$ cat src/rtl/ecg_pkg.sv
// Shared types and default widths for the ECG generator / R-peak detector pair.
// Latency: n/a (declarations only).
// Backpressure: n/a.
package ecg_pkg;

    localparam int ECG_DATA_W = 16;
    localparam int ECG_CNT_W  = 16;

    typedef enum logic [1:0] {
        SEARCH  = 2'd0,
        PEAK    = 2'd1,
        REFRACT = 2'd2
    } det_state_e;

endpackage

$ cat src/rtl/sat_counter.sv
// Saturating up-counter with synchronous clear and parallel load (clear > load > inc).
// Latency: new value visible one clk after the controlling input.
// Backpressure: none; inc is a qualified enable and the count holds when it is low.
module sat_counter #(
    parameter int             W   = 16,
    parameter logic [W-1:0]   MAX = '1
) (
    input  logic         clk,
    input  logic         rst_n,
    input  logic         clr,
    input  logic         inc,
    input  logic         load,
    input  logic [W-1:0] load_val,
    output logic [W-1:0] cnt,
    output logic         at_max
);

    logic [W-1:0] cnt_d;
    logic [W-1:0] cnt_q;

    // next count: clear wins, then load, then a saturating increment
    always_comb begin
        cnt_d = cnt_q;
        if (clr) begin
            cnt_d = '0;
        end else if (load) begin
            cnt_d = load_val;
        end else if (inc && (cnt_q != MAX)) begin
            cnt_d = cnt_q + W'(1);
        end
    end

    // count register
    always_ff @(posedge clk or negedge rst_n) begin
        if (!rst_n) begin
            cnt_q <= '0;
        end else begin
            cnt_q <= cnt_d;
        end
    end

    assign cnt    = cnt_q;
    assign at_max = (cnt_q == MAX);

endmodule

$ cat src/rtl/ecg_rpeak_detector.sv
// R-peak detector: hysteresis thresholds, peak tracking, refractory hold-off, interval and loss reporting.
// Latency: beat_pulse and beat outputs update 1 clk after the releasing valid sample.
// Backpressure: none; sample_valid qualifies input, every register holds while it is low.
module ecg_rpeak_detector
    import ecg_pkg::*;
#(
    parameter int DATA_W          = ECG_DATA_W,
    parameter int CNT_W           = ECG_CNT_W,
    parameter int REFRACT_SAMPLES = 64,
    parameter int PERIOD_MAX      = 65535
) (
    input  logic              clk,
    input  logic              rst_n,
    input  logic              clr,
    input  logic [DATA_W-1:0] sample_in,
    input  logic              sample_valid,
    input  logic [DATA_W-1:0] thresh_hi,
    input  logic [DATA_W-1:0] thresh_lo,
    output logic              beat_pulse,
    output logic [DATA_W-1:0] peak_value,
    output logic [CNT_W-1:0]  beat_period,
    output logic              period_valid,
    output logic              lost
);

    localparam int               RFR_W    = (REFRACT_SAMPLES > 1) ? $clog2(REFRACT_SAMPLES) : 1;
    localparam logic [CNT_W-1:0] CNT_MAX  = CNT_W'(PERIOD_MAX);
    localparam logic [CNT_W-1:0] CNT_LOST = CNT_W'(PERIOD_MAX - 1);
    localparam logic [RFR_W-1:0] RFR_LAST = RFR_W'(REFRACT_SAMPLES - 1);

    det_state_e        state_d, state_q;
    logic [DATA_W-1:0] cand_max_d, cand_max_q;
    logic [CNT_W-1:0]  cand_pos_d, cand_pos_q;
    logic              first_beat_d, first_beat_q;
    logic              beat_pulse_d, beat_pulse_q;
    logic [DATA_W-1:0] peak_value_d, peak_value_q;
    logic [CNT_W-1:0]  beat_period_d, beat_period_q;
    logic              period_valid_d, period_valid_q;
    logic              lost_d, lost_q;

    logic              confirm;
    logic [CNT_W-1:0]  ivl_cnt;
    logic              ivl_at_max;
    logic [CNT_W-1:0]  cnt_inc;
    logic [RFR_W-1:0]  refr_cnt_unused;
    logic              refr_at_max;
    logic              refr_inc;

    // samples since the last confirmed peak maximum; rebased onto the peak at confirm
    sat_counter #(.W(CNT_W), .MAX(CNT_MAX)) u_ivl_cnt (
        .clk      (clk),
        .rst_n    (rst_n),
        .clr      (clr),
        .inc      (sample_valid),
        .load     (confirm),
        .load_val (cnt_inc - cand_pos_q),
        .cnt      (ivl_cnt),
        .at_max   (ivl_at_max)
    );

    // refractory hold-off; at_max marks the last ignored sample
    assign refr_inc = sample_valid && (state_q == REFRACT) && !clr;

    sat_counter #(.W(RFR_W), .MAX(RFR_LAST)) u_refr_cnt (
        .clk      (clk),
        .rst_n    (rst_n),
        .clr      (clr || confirm),
        .inc      (refr_inc),
        .load     (1'b0),
        .load_val ('0),
        .cnt      (refr_cnt_unused),
        .at_max   (refr_at_max)
    );

    // position of the sample being consumed, saturating with the interval counter
    assign cnt_inc = ivl_at_max ? ivl_cnt : (ivl_cnt + CNT_W'(1));

    // detection FSM and beat reporting, advanced only by valid samples
    always_comb begin
        state_d        = state_q;
        cand_max_d     = cand_max_q;
        cand_pos_d     = cand_pos_q;
        first_beat_d   = first_beat_q;
        beat_pulse_d   = 1'b0;
        peak_value_d   = peak_value_q;
        beat_period_d  = beat_period_q;
        period_valid_d = period_valid_q;
        lost_d         = lost_q;
        confirm        = 1'b0;

        if (clr) begin
            state_d        = SEARCH;
            cand_max_d     = '0;
            cand_pos_d     = '0;
            first_beat_d   = 1'b1;
            peak_value_d   = '0;
            beat_period_d  = '0;
            period_valid_d = 1'b0;
            lost_d         = 1'b0;
        end else if (sample_valid) begin
            case (state_q)
                SEARCH: begin
                    if ($signed(sample_in) >= $signed(thresh_hi)) begin
                        state_d    = PEAK;
                        cand_max_d = sample_in;
                        cand_pos_d = cnt_inc;
                    end
                end
                PEAK: begin
                    // a new maximum never releases; ties keep the earlier position
                    if ($signed(sample_in) > $signed(cand_max_q)) begin
                        cand_max_d = sample_in;
                        cand_pos_d = cnt_inc;
                    end else if ($signed(sample_in) < $signed(thresh_lo)) begin
                        confirm = 1'b1;
                    end
                end
                REFRACT: begin
                    if (refr_at_max) begin
                        state_d = SEARCH;
                    end
                end
                default: state_d = SEARCH;
            endcase

            // interval counter reaching its ceiling: signal lost, next beat restarts the interval
            if (!confirm && (ivl_cnt == CNT_LOST)) begin
                lost_d         = 1'b1;
                period_valid_d = 1'b0;
                first_beat_d   = 1'b1;
            end

            if (confirm) begin
                beat_pulse_d = 1'b1;
                peak_value_d = cand_max_q;
                lost_d       = 1'b0;
                state_d      = REFRACT;
                if (first_beat_q) begin
                    first_beat_d = 1'b0;
                end else begin
                    beat_period_d  = cand_pos_q;
                    period_valid_d = 1'b1;
                end
            end
        end
    end

    // state and registered outputs
    always_ff @(posedge clk or negedge rst_n) begin
        if (!rst_n) begin
            state_q        <= SEARCH;
            cand_max_q     <= '0;
            cand_pos_q     <= '0;
            first_beat_q   <= 1'b1;
            beat_pulse_q   <= 1'b0;
            peak_value_q   <= '0;
            beat_period_q  <= '0;
            period_valid_q <= 1'b0;
            lost_q         <= 1'b0;
        end else begin
            state_q        <= state_d;
            cand_max_q     <= cand_max_d;
            cand_pos_q     <= cand_pos_d;
            first_beat_q   <= first_beat_d;
            beat_pulse_q   <= beat_pulse_d;
            peak_value_q   <= peak_value_d;
            beat_period_q  <= beat_period_d;
            period_valid_q <= period_valid_d;
            lost_q         <= lost_d;
        end
    end

    assign beat_pulse   = beat_pulse_q;
    assign peak_value   = peak_value_q;
    assign beat_period  = beat_period_q;
    assign period_valid = period_valid_q;
    assign lost         = lost_q;

endmodule

$ cat config.mk
export PLATFORM = sky130hd
export DESIGN_NAME = ecg_rpeak_detector
export DESIGN_NICKNAME = d
export VERILOG_FILES = /design/src/rtl/ecg_pkg.sv /design/src/rtl/sat_counter.sv /design/src/rtl/ecg_rpeak_detector.sv
export SDC_FILE = /design/constraint.sdc
export NUM_CORES = 1
export LEC_CHECK = 0
export CAP_MARGIN = 20
export CORE_ASPECT_RATIO = 0.75
export CORE_MARGIN = 2
export CORE_UTILIZATION = 38
export CTS_CLUSTER_SIZE = 20
export DETAILED_ROUTE_END_ITERATION = 6
export GPL_ROUTABILITY_DRIVEN = 0
export SLEW_MARGIN = 30
export SYNTH_ARGS = -nofsm -noshare
export SYNTH_HDL_FRONTEND = slang
export SYNTH_SLANG_ARGS = --single-unit
$ cat constraint.sdc
create_clock -name clk -period 5.2 [get_ports clk]
set_input_delay 1.3 -clock clk [delete_from_list [all_inputs] [get_ports clk]]
set_output_delay 1.3 -clock clk [all_outputs]
set_load 0.005 [all_outputs]
==> results by group <==
Run status
  • Status: completed

Timing
  • Min setup slack post-route: 876 ps
  • Relative slew margins: 35.0%
  • Worst-margin pin slew: 975 ps
  • Crit path time final: 4320 ps
  • Final worst-path cycle share: 83.2%
  • RSZ-0062 raised after global routing: false
  • Fmax: 231 MHz
  • Setup violations, final: 0
  • Skew final: 9.61 ps
  • Fin. Hold Viols: 0
  • Hold_ws: 520 ps
  • Max Slew Vio Count: 0
  • Setup TNS: 0 ps

Place
  • Placed cell areas: 7350 um^2
  • DP Wirelength: 12500 um
  • I/O Buffers: 86
  • Pre-CTS setup slack: 542 ps

Yosys
  • Yosys warns: 0
  • Sequential share of the synthesized area: 36.3%
  • Cells after Synth: 746
  • Top FF cell, synth: dfrtp_1
  • Synth Cell Area: 6340 um^2
  • Synthesis-stage register bit count: 92
  • Post-synth EDFFs: 0
  • Async S/R FF share, synth: 100%
  • Cell variety after synth: 59
  • Syn Nets: 864
  • Post-synthesis average cell area: 8.51 um^2

Die
  • Core area: 16200 um^2
  • # rows: 40
  • Die width: 153 um
  • Initial core utilization: 39.2%
  • Num ports: 87
  • Die height: 116 um
  • Die area: 17800 um^2

Finish
  • Commonest non-fill, non-tap cell in the layout: nor2_1
  • Most frequent cells in the layout: 105 x nor2_1, 91 x dfrtp_1, 84 x clkdlybuf4s50_1
  • Post-route cell area: 7660 um^2
  • # fillers: 1528
  • Layout cells sized above 1: 4.62%
  • Layout Nets: 936
  • Antenna diodes: 0
  • Area Growth Syn to Fin: 20.8%

Detailed routing
  • Final ANT Viol Nets: 0
  • Via density: 5.39
  • WL final: 16800 um
  • Via count: 5567
  • Drc violations: 0
  • Routed WL per cell: 16.2 um
  • Drt pass-1 iters: 5
  • DR iter-0 viols: 422

Clock network
  • Clock sinks: 92
  • Root Driver: clkbuf_16
  • Clock Path Buffers: 2
  • Worst-Skew Late Latency: 350 ps
  • Reg clk slew, reported paths: 70 ps
  • H-tree depth: 3
  • CTS Hold Bufs: 0
  • CTS buffer count: 9
  • CTS tree: built
  • Post-CTS Resized: 0
  • Setup bufs post-CTS: 0

Pwr
  • Maximum VDD drop: 0.000138 V
  • Pleak: 0.00348 uW
  • Total power: 1950 uW
  • Pwr per Cell Area: 254 nW/um^2

Job
  • Max cap viols: 0

Global route
  • Tot GR Track Use: 19.5%
  • Vias in the first global route: 5378
  • Overflow after GRT: 0
  • Pin count of the biggest net entering global routing: 67
  • Initial antenna violation count: 0
  • Global-route wire length before repair: 27900 um

Critical path
  • Worst EP required: 5480 ps
  • Setup CP Type: in -> reg
  • Worst Setup Start Kind: input port
  • CP arrival: 4610 ps
  • Crit Path Max Fanout: 17
  • Worst setup EP type: flop

Hold path
  • Type of the most critical hold path: reg -> reg
## layout make-up
type / instances / area, um^2 / area share, %
well taps: 210 / 263 / 3.43
flip-flops and latches: 92 / 2300 / 30.1
repair buffers: 94 / 913 / 11.9
inverters: 76 / 285 / 3.72
clock inverters: 6 / 68.8 / 0.898
clock buffers: 10 / 239 / 3.12
multi-input cells: 545 / 3590 / 46.8
## worst max-delay path, stage by stage
cell	delay, ps
clkdlybuf4s50_1	490
ha_1	380
nand4_1	220
or3_1	420
a21oi_1	180
and4b_4	250
o211ai_4	270
nand2b_1	470
o32ai_1	460
o21a_1	160
## logic make-up (layout without fill, tap and decap cells)
family / after synthesis / in the layout / synth area share (%)
XOR/XNOR: 27 / 27 / 3.73
AND/OR/NAND/NOR: 255 / 255 / 18.2
adder cells (fa/ha/maj): 66 / 66 / 13.1
multiplexers: 23 / 23 / 3.65
AO/OA/AOI/OAI: 174 / 174 / 17.8
flip-flops: 92 / 92 / 36.3
buffers and inverters: 109 / 186 / 7.12
## cells in the mapped netlist, types with 2 or more instances
master	n	area share [%]
and2_1	3	0.30
a21o_1	6	0.71
nor4_1	2	0.20
nor2_1	105	6.2
ha_1	65	13
o21a_1	9	1.1
clkbuf_1	20	1.2
a311oi_1	12	1.7
nor2b_1	7	0.69
o32ai_1	3	0.41
a31oi_1	8	0.79
mux2i_1	22	3.5
nand2_1	73	4.3
inv_1	76	4.5
a211oi_1	5	0.59
nand4_1	12	1.2
buf_6	4	0.71
nor3b_1	4	0.47
xor2_1	9	1.2
o22a_1	4	0.55
and4_1	5	0.69
a31o_2	2	0.28
or3_1	3	0.30
and3_1	15	1.5
o21ai_0	30	2.4
dfrtp_1	91	36
nor3_1	11	0.87
nand3_1	6	0.47
o211ai_1	3	0.35
o22ai_1	2	0.20
xnor2_1	18	2.5
a21oi_1	72	5.7
buf_2	7	0.55
o31a_1	3	0.41
nand2b_1	5	0.49
## metrics by stage
step | utilization, % | std cells
after floorplan | - | 746
after global placement | 45.5 | 1017
after detailed placement | 45.5 | 1017
after CTS | 47.4 | 1033
after global routing | 47.4 | 1033
final | 47.4 | 1033
## final timing paths
path | from | end | slack [ps] | cells after the start
max in group asynchronous | rst_n | u_refr_cnt.cnt[4] | 3180 | 2
max reg2reg | u_ivl_cnt.cnt[8] | u_ivl_cnt.cnt[9] | 1000 | 14
max | sample_in[15] | u_ivl_cnt.cnt[10] | 880 | 10
min in group asynchronous | rst_n | beat_period[12] | 980 | 1
min | cand_max_q[11] | cand_max_q[11] | 520 | 2
min reg2reg | cand_max_q[11] | cand_max_q[11] | 520 | 2
## flip-flops by register name (all words and copies together) (netlist names)
name / cells
beat_pulse: 1
period_valid: 1
state_q: 2
lost: 1
beat_period: 16
cand_pos_q: 16
cand_max_q: 16
u_ivl_cnt.cnt: 16
u_refr_cnt.cnt: 6
first_beat_q: 1
peak_value: 16
## routing by layer
layer  track usage [%]  vias up  share of wire (%)
li1                  -     2717                  -
met3              3.93       19                6.8
met5                 0        -                  0
met4              5.12        0                1.3
met1              29.6     2662                 50
met2              28.1      169                 41
## power by group
part | leakage, uW | internal, uW | switching [uW]
sequential | 0.00126 | 745 | 29.4
clock | 0.000150 | 390 | 296
combinational | 0.00207 | 206 | 279
No activity file was read; power rests on OpenSTA's default activity.
